==> config.mk <==
export PLATFORM = sky130hd
export DESIGN_NAME = baccarat_datapath
export DESIGN_NICKNAME = d
export VERILOG_FILES = /design/src/rtl/baccarat_datapath.sv
export SDC_FILE = /design/constraint.sdc
export NUM_CORES = 1
export LEC_CHECK = 0
export ABC_AREA = 1
export CORE_MARGIN = 2
export CORE_UTILIZATION = 52
export DETAILED_ROUTE_END_ITERATION = 6
export PLACE_DENSITY = 0.88
export SLEW_MARGIN = 40
export SYNTH_ARGS = -nofsm -noshare
export SYNTH_HDL_FRONTEND = slang
export SYNTH_SLANG_ARGS = --single-unit
==> constraint.sdc <==
create_clock -name slow_clock -period 4.5 [get_ports slow_clock]
set_clock_uncertainty 0.1 [all_clocks]
set_input_delay 0.9 -clock slow_clock [delete_from_list [all_inputs] [get_ports slow_clock]]
set_output_delay 0.9 -clock slow_clock [all_outputs]
set_load 0.02 [all_outputs]
==> src/rtl/baccarat_datapath.sv <==
// Baccarat dealing datapath: free-running deck counter, six card slots,
// registered hand scores and sticky protocol-violation flags.
module baccarat_datapath #(
  parameter int DECK_MIN = 1,
  parameter int DECK_MAX = 13
) (
  input  logic       slow_clock,
  input  logic       resetb,
  input  logic       load_pcard1,
  input  logic       load_pcard2,
  input  logic       load_pcard3,
  input  logic       load_dcard1,
  input  logic       load_dcard2,
  input  logic       load_dcard3,
  output logic [3:0] deal_card,
  output logic [3:0] pcard1,
  output logic [3:0] pcard2,
  output logic [3:0] pcard3,
  output logic [3:0] dcard1,
  output logic [3:0] dcard2,
  output logic [3:0] dcard3,
  output logic [3:0] pscore,
  output logic [3:0] dscore,
  output logic [2:0] cards_dealt,
  output logic       dup_load_err,
  output logic       multi_load_err
);

  localparam logic [3:0] DECK_LO = 4'(DECK_MIN);
  localparam logic [3:0] DECK_HI = 4'(DECK_MAX);

  // Baccarat point value of a rank; face cards, tens and empty slots are 0.
  function automatic logic [4:0] card_value(input logic [3:0] rank);
    card_value = (rank <= 4'd9) ? {1'b0, rank} : 5'd0;
  endfunction

  // Sum of three values is at most 27, so two conditional subtractions suffice.
  function automatic logic [3:0] mod10(input logic [4:0] sum);
    logic [4:0] r;
    if (sum >= 5'd20)      r = sum - 5'd20;
    else if (sum >= 5'd10) r = sum - 5'd10;
    else                   r = sum;
    mod10 = r[3:0];
  endfunction

  function automatic logic [3:0] hand_score(input logic [3:0] c1,
                                            input logic [3:0] c2,
                                            input logic [3:0] c3);
    hand_score = mod10(card_value(c1) + card_value(c2) + card_value(c3));
  endfunction

  // Slot order doubles as priority order: bit 0 (pcard1) is highest.
  logic [5:0] load_vec;
  logic [5:0] win_vec;
  logic [5:0] empty_vec;
  logic [3:0] card_q [6];
  logic [3:0] card_d [6];
  logic       accept;
  logic       dup_hit;
  logic       multi_hit;
  logic [3:0] deck_next;

  assign load_vec = {load_dcard3, load_dcard2, load_dcard1,
                     load_pcard3, load_pcard2, load_pcard1};

  always_comb begin
    win_vec   = load_vec & (~load_vec + 6'd1);
    multi_hit = (load_vec & (load_vec - 6'd1)) != 6'd0;
    for (int i = 0; i < 6; i++) begin
      empty_vec[i] = (card_q[i] == 4'd0);
      card_d[i]    = card_q[i];
      if (win_vec[i] && empty_vec[i]) card_d[i] = deal_card;
    end
    accept    = |(win_vec & empty_vec);
    dup_hit   = |(win_vec & ~empty_vec);
    deck_next = (deal_card == DECK_HI) ? DECK_LO : deal_card + 4'd1;
  end

  // Register stage: cards and scores are written on the same edge.
  always_ff @(posedge slow_clock) begin
    if (!resetb) begin
      for (int i = 0; i < 6; i++) card_q[i] <= 4'd0;
      pscore         <= 4'd0;
      dscore         <= 4'd0;
      cards_dealt    <= 3'd0;
      dup_load_err   <= 1'b0;
      multi_load_err <= 1'b0;
      deal_card      <= DECK_LO;
    end else begin
      for (int i = 0; i < 6; i++) card_q[i] <= card_d[i];
      pscore    <= hand_score(card_d[0], card_d[1], card_d[2]);
      dscore    <= hand_score(card_d[3], card_d[4], card_d[5]);
      deal_card <= deck_next;
      if (accept)    cards_dealt    <= cards_dealt + 3'd1;
      if (dup_hit)   dup_load_err   <= 1'b1;
      if (multi_hit) multi_load_err <= 1'b1;
    end
  end

  assign pcard1 = card_q[0];
  assign pcard2 = card_q[1];
  assign pcard3 = card_q[2];
  assign dcard1 = card_q[3];
  assign dcard2 = card_q[4];
  assign dcard3 = card_q[5];

endmodule
; ---- Word-level counts from Yosys, hierarchy flattened
; Memory sizes are Yosys's and may differ from the RTL's.
; Cells that the tools add are included.
; W data, S select, Z words.
[totals]
ff_bits = 17
ram_bits = 24
input_bits = 8
wordCells = 83
mem_count = 1
[memory_table]
columns = name, depth, width, rd, rd_ports_with_merged_regs, wr, line
row1 = card_q, 6, 4, 6, 0, 6, 56  ; logic [3:0] card_q [6];
[op_classes]
n_addsub = 12
magnitude_cmp = 10
n_eq_ne = 1
mux = 24
n_bitwise = 13
reduce_logical = 16
[ops]
columns = cell, n
row1 = $mux W4, 22
row2 = $and A6 B6 Y6, 4
row3 = $le A4 B4 Y1 const B, 6
row4 = $logic_not A4 Y1, 6
row5 = $not A6 Y6, 2
row6 = $reduce_or A6 Y1, 2
row7 = $add A4 B4 Y5, 2
row8 = $add A5 B4 Y5, 2
row9 = $ge A5 B4 Y1 const B, 2
row10 = $ge A5 B5 Y1 const B, 2
row11 = $sub A4 B3 Y4 const B, 2
row12 = $sub A4 B4 Y4 const B, 2
row13 = $add A6 B1 Y6 const B, 1
row14 = $logic_and A1 B1 Y1, 6
row15 = $or A1 B1 Y1, 6
row16 = $reduce_bool A6 Y1, 1
row17 = $sub A6 B1 Y6 const B, 1
row18 = $add A4 B1 Y4 const B, 1
row19 = $eq A4 B4 Y1 const B, 1
row20 = $add A3 B1 Y3 const B, 1
row21 = $mux W1, 2
row22 = $reduce_or A2 Y1, 1
row23 = $not A1 Y1, 1

; ---- Depth between registers and ports, before layout
[depth]
depth_word = 12
ltp_mapped = 23
depth_no_buf = 23

; ---- Least setup slack after synthesis
; Ideal clock, no wire load.
[synth_path]
path_type = input -> register
startpoint = input port load_pcard2
endpoint = register dscore[2]
t_arrival_ns = 3.708
path_slack_ns = 0.583
path_stages = 19
cell_sequence = nor2_4 -> nand3_2 -> nor2_4 -> a21oi_2 -> or2_1 -> inv_1 -> fa_1 -> ha_1 -> fa_1 -> inv_1 -> ha_1 -> inv_1 -> nor2_1 -> o21ai_0 -> nand2_1 -> nand2_1 -> nand3_1 -> nand2_1 -> inv_1
[synth_via]
elab_chain_cells = 12
elab_cells_between_ends = 23
[synth_lines]
columns = item, line
row1 = "start, declared", 10  ; input logic load_pcard2,
row2 = $not A6 Y6 (*), 67  ; win_vec = load_vec & (~load_vec + 6'd1);
row3 = $add A6 B1 Y6 (*), 67
row4 = $and A6 B6 Y6 (*), 67
row5 = $logic_and A1 B1 Y1, 72  ; if (win_vec[i] && empty_vec[i]) card_d[i] = deal_card;
row6 = $mux W4, 72
row7 = $le A4 B4 Y1, 34  ; card_value = (rank <= 4'd9) ? {1'b0, rank} : 5'd0;
row8 = $mux W4, 34
row9 = $add A4 B4 Y5, 49  ; hand_score = mod10(card_value(c1) + card_value(c2) + card_value(c3));
row10 = $add A5 B4 Y5 (*), 49
row11 = $sub A4 B4 Y4 / $ge A5 B4 Y1 (equally long branches), 41  ; else if (sum >= 5'd10) r = sum - 5'd10;
row12 = $mux W4, 41
row13 = $mux W4 (*), 40  ; if (sum >= 5'd20) r = sum - 5'd20;
row14 = "end signal, assigned", 92  ; dscore <= hand_score(card_d[3], card_d[4], card_d[5]);
row15 = "end, declared", 23  ; output logic [3:0] dscore,
; Mark *: on every way between the ends. The rest lies on a longest branch, timed or not.
; A chain may end at the register's enable or synchronous reset.

; ---- Final worst setup path
[layout_path]
startpoint = input port load_dcard2
endpoint = register dscore[1]
[layout_via]
elab_chain_cells = 12
elab_cells_between_ends = 19
[layout_lines]
columns = item, line
row1 = "start, declared", 13  ; input logic load_dcard2,
row2 = $not A6 Y6, 67
row3 = $add A6 B1 Y6, 67
row4 = $and A6 B6 Y6 (*), 67
row5 = $logic_and A1 B1 Y1, 72
row6 = $mux W4, 72
row7 = $le A4 B4 Y1, 34
row8 = $mux W4, 34
row9 = $add A4 B4 Y5, 49
row10 = $add A5 B4 Y5 (*), 49
row11 = $sub A4 B4 Y4 / $ge A5 B4 Y1 (equally long branches), 41
row12 = $mux W4, 41
row13 = $mux W4 (*), 40
; Marks and branches as above.

==> results.py <==
metrics = {
    "timing": {
        "setup_viol": 0,
        "timing.hold.ws_ns": 0.4135,
        "period_needed_ns": 4.157,
        "slew_headroom": 0.4674,
        "fin_crit_sh": 0.9237,
        "slew_viol_final": 0,
        "rsz0062_at_grt": "false",
        "tightest_slew_ns": 0.7980,
        "finalHoldViolCount": 0,
        "fmax_mhz": 240.6,
    },
    "drt": {
        "wl_per_cell_microns": 13.06,
        "drc": 0,
        "ant_nets": 0,
        "drt_iter0_markers": 70,
        "wl_microns": 6164,
        "drt-pass1-iter-count": 4,
        "viasPerCell": 5.140,
        "vias": 2426,
    },
    "cts": {
        "cts_buffers": 5,
        "insertion_delay_ns": 0.29,
        "clkTransAtPathRegs_ns": 0.08,
        "cts_root_buf": "clkbuf_8",
        "cts.path.max_buffers": 2,
        "cts_tree": "yes",
        "cts_max_level": 2,
        "postCtsHoldBufs": 0,
        "cts.sink_count": 41,
    },
    "cells_and_area": {
        "final-seq-area_sq_um": 820.8,
        "layout.cells.most_common_list": "nor2_1 (68), inv_1 (57), nand2_1 (49), clkdlybuf4s50_1 (44), dfxtp_1 (41)",
        "multi_input_area_sq_um": 1489,
        "final_cells": 472,
        "diodes": 0,
        "fill_cells": 392,
        "drive_gt1_frac": 0.1316,
        "final_common_cell": "nor2_1",
        "area_growth_pct": 31.37,
        "utilization": 0.7069,
        "finalNetCount": 452,
    },
    "global_routing": {
        "grt_max_degree": 26,
        "antenna_found_initial": 0,
        "grt_usage": 0.2409,
        "grt_pass1_vias": 2345,
        "grt_pass1_wl_microns": 10180,
        "grt-ovfl-total": 0,
    },
    "yosys": {
        "postSynthAreaPerCell_sq_um": 7.235,
        "synth_nets": 382,
        "seq_area_frac_synth": 0.3251,
        "yosysWarnings": 0,
        "synthCells": 349,
        "ys_seq_elements": 41,
        "netlist-cell-type-count": 30,
        "syn_area_sq_um": 2525,
    },
    "worst_hold_path": {
        "min_path_type": "reg -> reg",
        "hold_start": "cards_dealt[2]",
    },
    "critical_path": {
        "crit_path_end_kind": "flop",
        "worstPathMaxFanout": 5,
        "crit_start": "load_dcard2",
        "cp.buffers_inverters": 5,
        "start_kind": "primary input",
        "r2r-start": "deal_card[2]",
        "crit_family": "adder cells",
        "max_stage_delay_ns": 0.55,
        "crit_path_cell_trace": "clkdlybuf4s50_1 > nand3_2 > nor2_4 > inv_2 > o21bai_4 > or2_1 > inv_1 > fa_1 > ha_2 > fa_1 > inv_1 > ha_1 > inv_1 > nor2_1 > o21ai_1 > nand2_1 > nand3_1 > nand2_1 > nor2_1",
        "cp_slowest_cell": "clkdlybuf4s50_1",
        "crit_required_ns": 4.63,
        "crit_top_cell": "inv_1",
        "path_class": "in -> reg",
        "cp_data_arrival_time_ns": 4.29,
    },
    "floorplanning": {
        "initial_utilization": 0.5381,
        "die_area_sq_um": 5429,
        "die_h_microns": 73.68,
        "pin_count": 49,
        "core_sq_um": 4692,
        "die_w_microns": 73.68,
        "rows": 25,
    },
    "pwr": {
        "irDropWorstVdd_uv": 207.8,
        "total_power_uw": 930.9,
        "p_per_area_nw_per_um2": 280.6,
        "leakagePower_nw": 1.671,
    },
    "status": {
        "status": "complete, no violations",
    },
    "placement": {
        "portBuffers": 48,
        "gp_routability_congestion": 0.8628,
        "dp_cells": 465,
        "dpl.hpwl_microns": 4712,
    },
    "job": {
        "maxCapViolCount": 0,
    },
}
-- metrics by stage --
step	setup TNS [ns]	setup WS, ns	instance area (sq um)
after floorplan	0	0.5833	2525
after global placement	-0.1905	-0.08930	3193
after detailed placement	-0.8165	-0.1767	3193
after CTS	0	0.1194	3267
after global routing	0	0.03979	3317
final	0	0.3435	3317
-- cells in the mapped netlist --
| master | n | area, sq um |
|---|---|---|
| nor2_1 | 68 | 255.2 |
| ha_1 | 15 | 187.7 |
| nand2_1 | 49 | 183.9 |
| fa_1 | 10 | 200.2 |
| nand4_1 | 4 | 25.02 |
| nor3_1 | 1 | 5.000 |
| o21bai_1 | 2 | 15.01 |
| dfxtp_1 | 41 | 820.8 |
| o22ai_1 | 1 | 6.260 |
| clkbuf_1 | 4 | 15.01 |
| nor2_4 | 3 | 33.78 |
| o21ai_0 | 12 | 60.06 |
| nor2_2 | 2 | 12.51 |
| and2_1 | 3 | 18.77 |
| nand2_2 | 4 | 25.02 |
| o21bai_4 | 1 | 18.77 |
| a21oi_1 | 23 | 115.1 |
| nand3_2 | 3 | 30.03 |
| xor2_1 | 1 | 8.760 |
| or2_1 | 2 | 12.51 |
| o21ai_2 | 2 | 17.52 |
| nand3_1 | 26 | 130.1 |
| inv_2 | 5 | 18.77 |
| a31oi_1 | 1 | 6.260 |
| nand2_4 | 1 | 11.26 |
| xnor2_1 | 3 | 26.28 |
| a41oi_1 | 1 | 8.760 |
| o21ai_4 | 1 | 16.27 |
| a21oi_2 | 3 | 26.28 |
| inv_1 | 57 | 214.0 |
-- power breakdown --
group          leakage, nW  switching (mW)  internal, mW
Combinational         1.30           0.167         0.127
Sequential           0.334          0.0228         0.386
Clock               0.0399           0.125         0.102
-- repair_timing --
item                                    CTS  global route
endpoints found under the setup margin    0             6
resized for setup                         0            13
setup buffers                             0             1
endpoints found under the hold margin     0             0
-- state kept, by name, indices dropped and copies added (netlist names) --
signal          count
cards_dealt         3
multi_load_err      1
card_q             24
deal_card           4
pscore              4
dscore              4
dup_load_err        1
-- path summary, 6_finish.rpt --
path	to	slack, ns	cells past startpoint
max	dscore[1]	0.34	19
min	cards_dealt[2]	0.41	2
min reg2reg	cards_dealt[2]	0.41	2
max reg2reg	pscore[2]	0.91	18
-- per-layer routing --
metal | part of all wire | global-route usage | routed length [microns] | vias up
li1 | - | - | - | 1234
met1 | 0.43 | 0.3037 | 2639 | 1104
met2 | 0.49 | 0.4038 | 3040 | 74
met3 | 0.059 | 0.05350 | 366 | 14
met4 | 0.019 | 0.08485 | 116 | 0
met5 | 0 | 0 | 0 | -
-- worst reg2reg max path: cells and delay by family (launching register included) --
| family | cells | cell delay [ns] |
|---|---|---|
| flip-flops | 1 | 0.56 |
| buffers and inverters | 4 | 0.32 |
| AO/OA/AOI/OAI | 2 | 0.49 |
| AND/OR/NAND/NOR | 8 | 0.66 |
| adder cells (fa/ha/maj) | 4 | 1.36 |
-- layout make-up --
type | instances | area share
Clock buffer | 5 | 0.02075
Clock inverter | 1 | 0.001509
Inverter | 62 | 0.07016
Multi-Input combinational cell | 242 | 0.4489
Sequential cell | 41 | 0.2475
Tap cell | 54 | 0.02037
Timing Repair Buffer | 67 | 0.1909
-- kinds of logic after synthesis --
family / after synthesis / share of synthesized area
AO/OA/AOI/OAI: 47 / 0.1150
XOR/XNOR: 4 / 0.01388
adder cells (fa/ha/maj): 25 / 0.1536
buffers and inverters: 66 / 0.09812
flip-flops: 41 / 0.3251
AND/OR/NAND/NOR: 166 / 0.2943
Note: power is estimated with default switching activity, not from simulation.
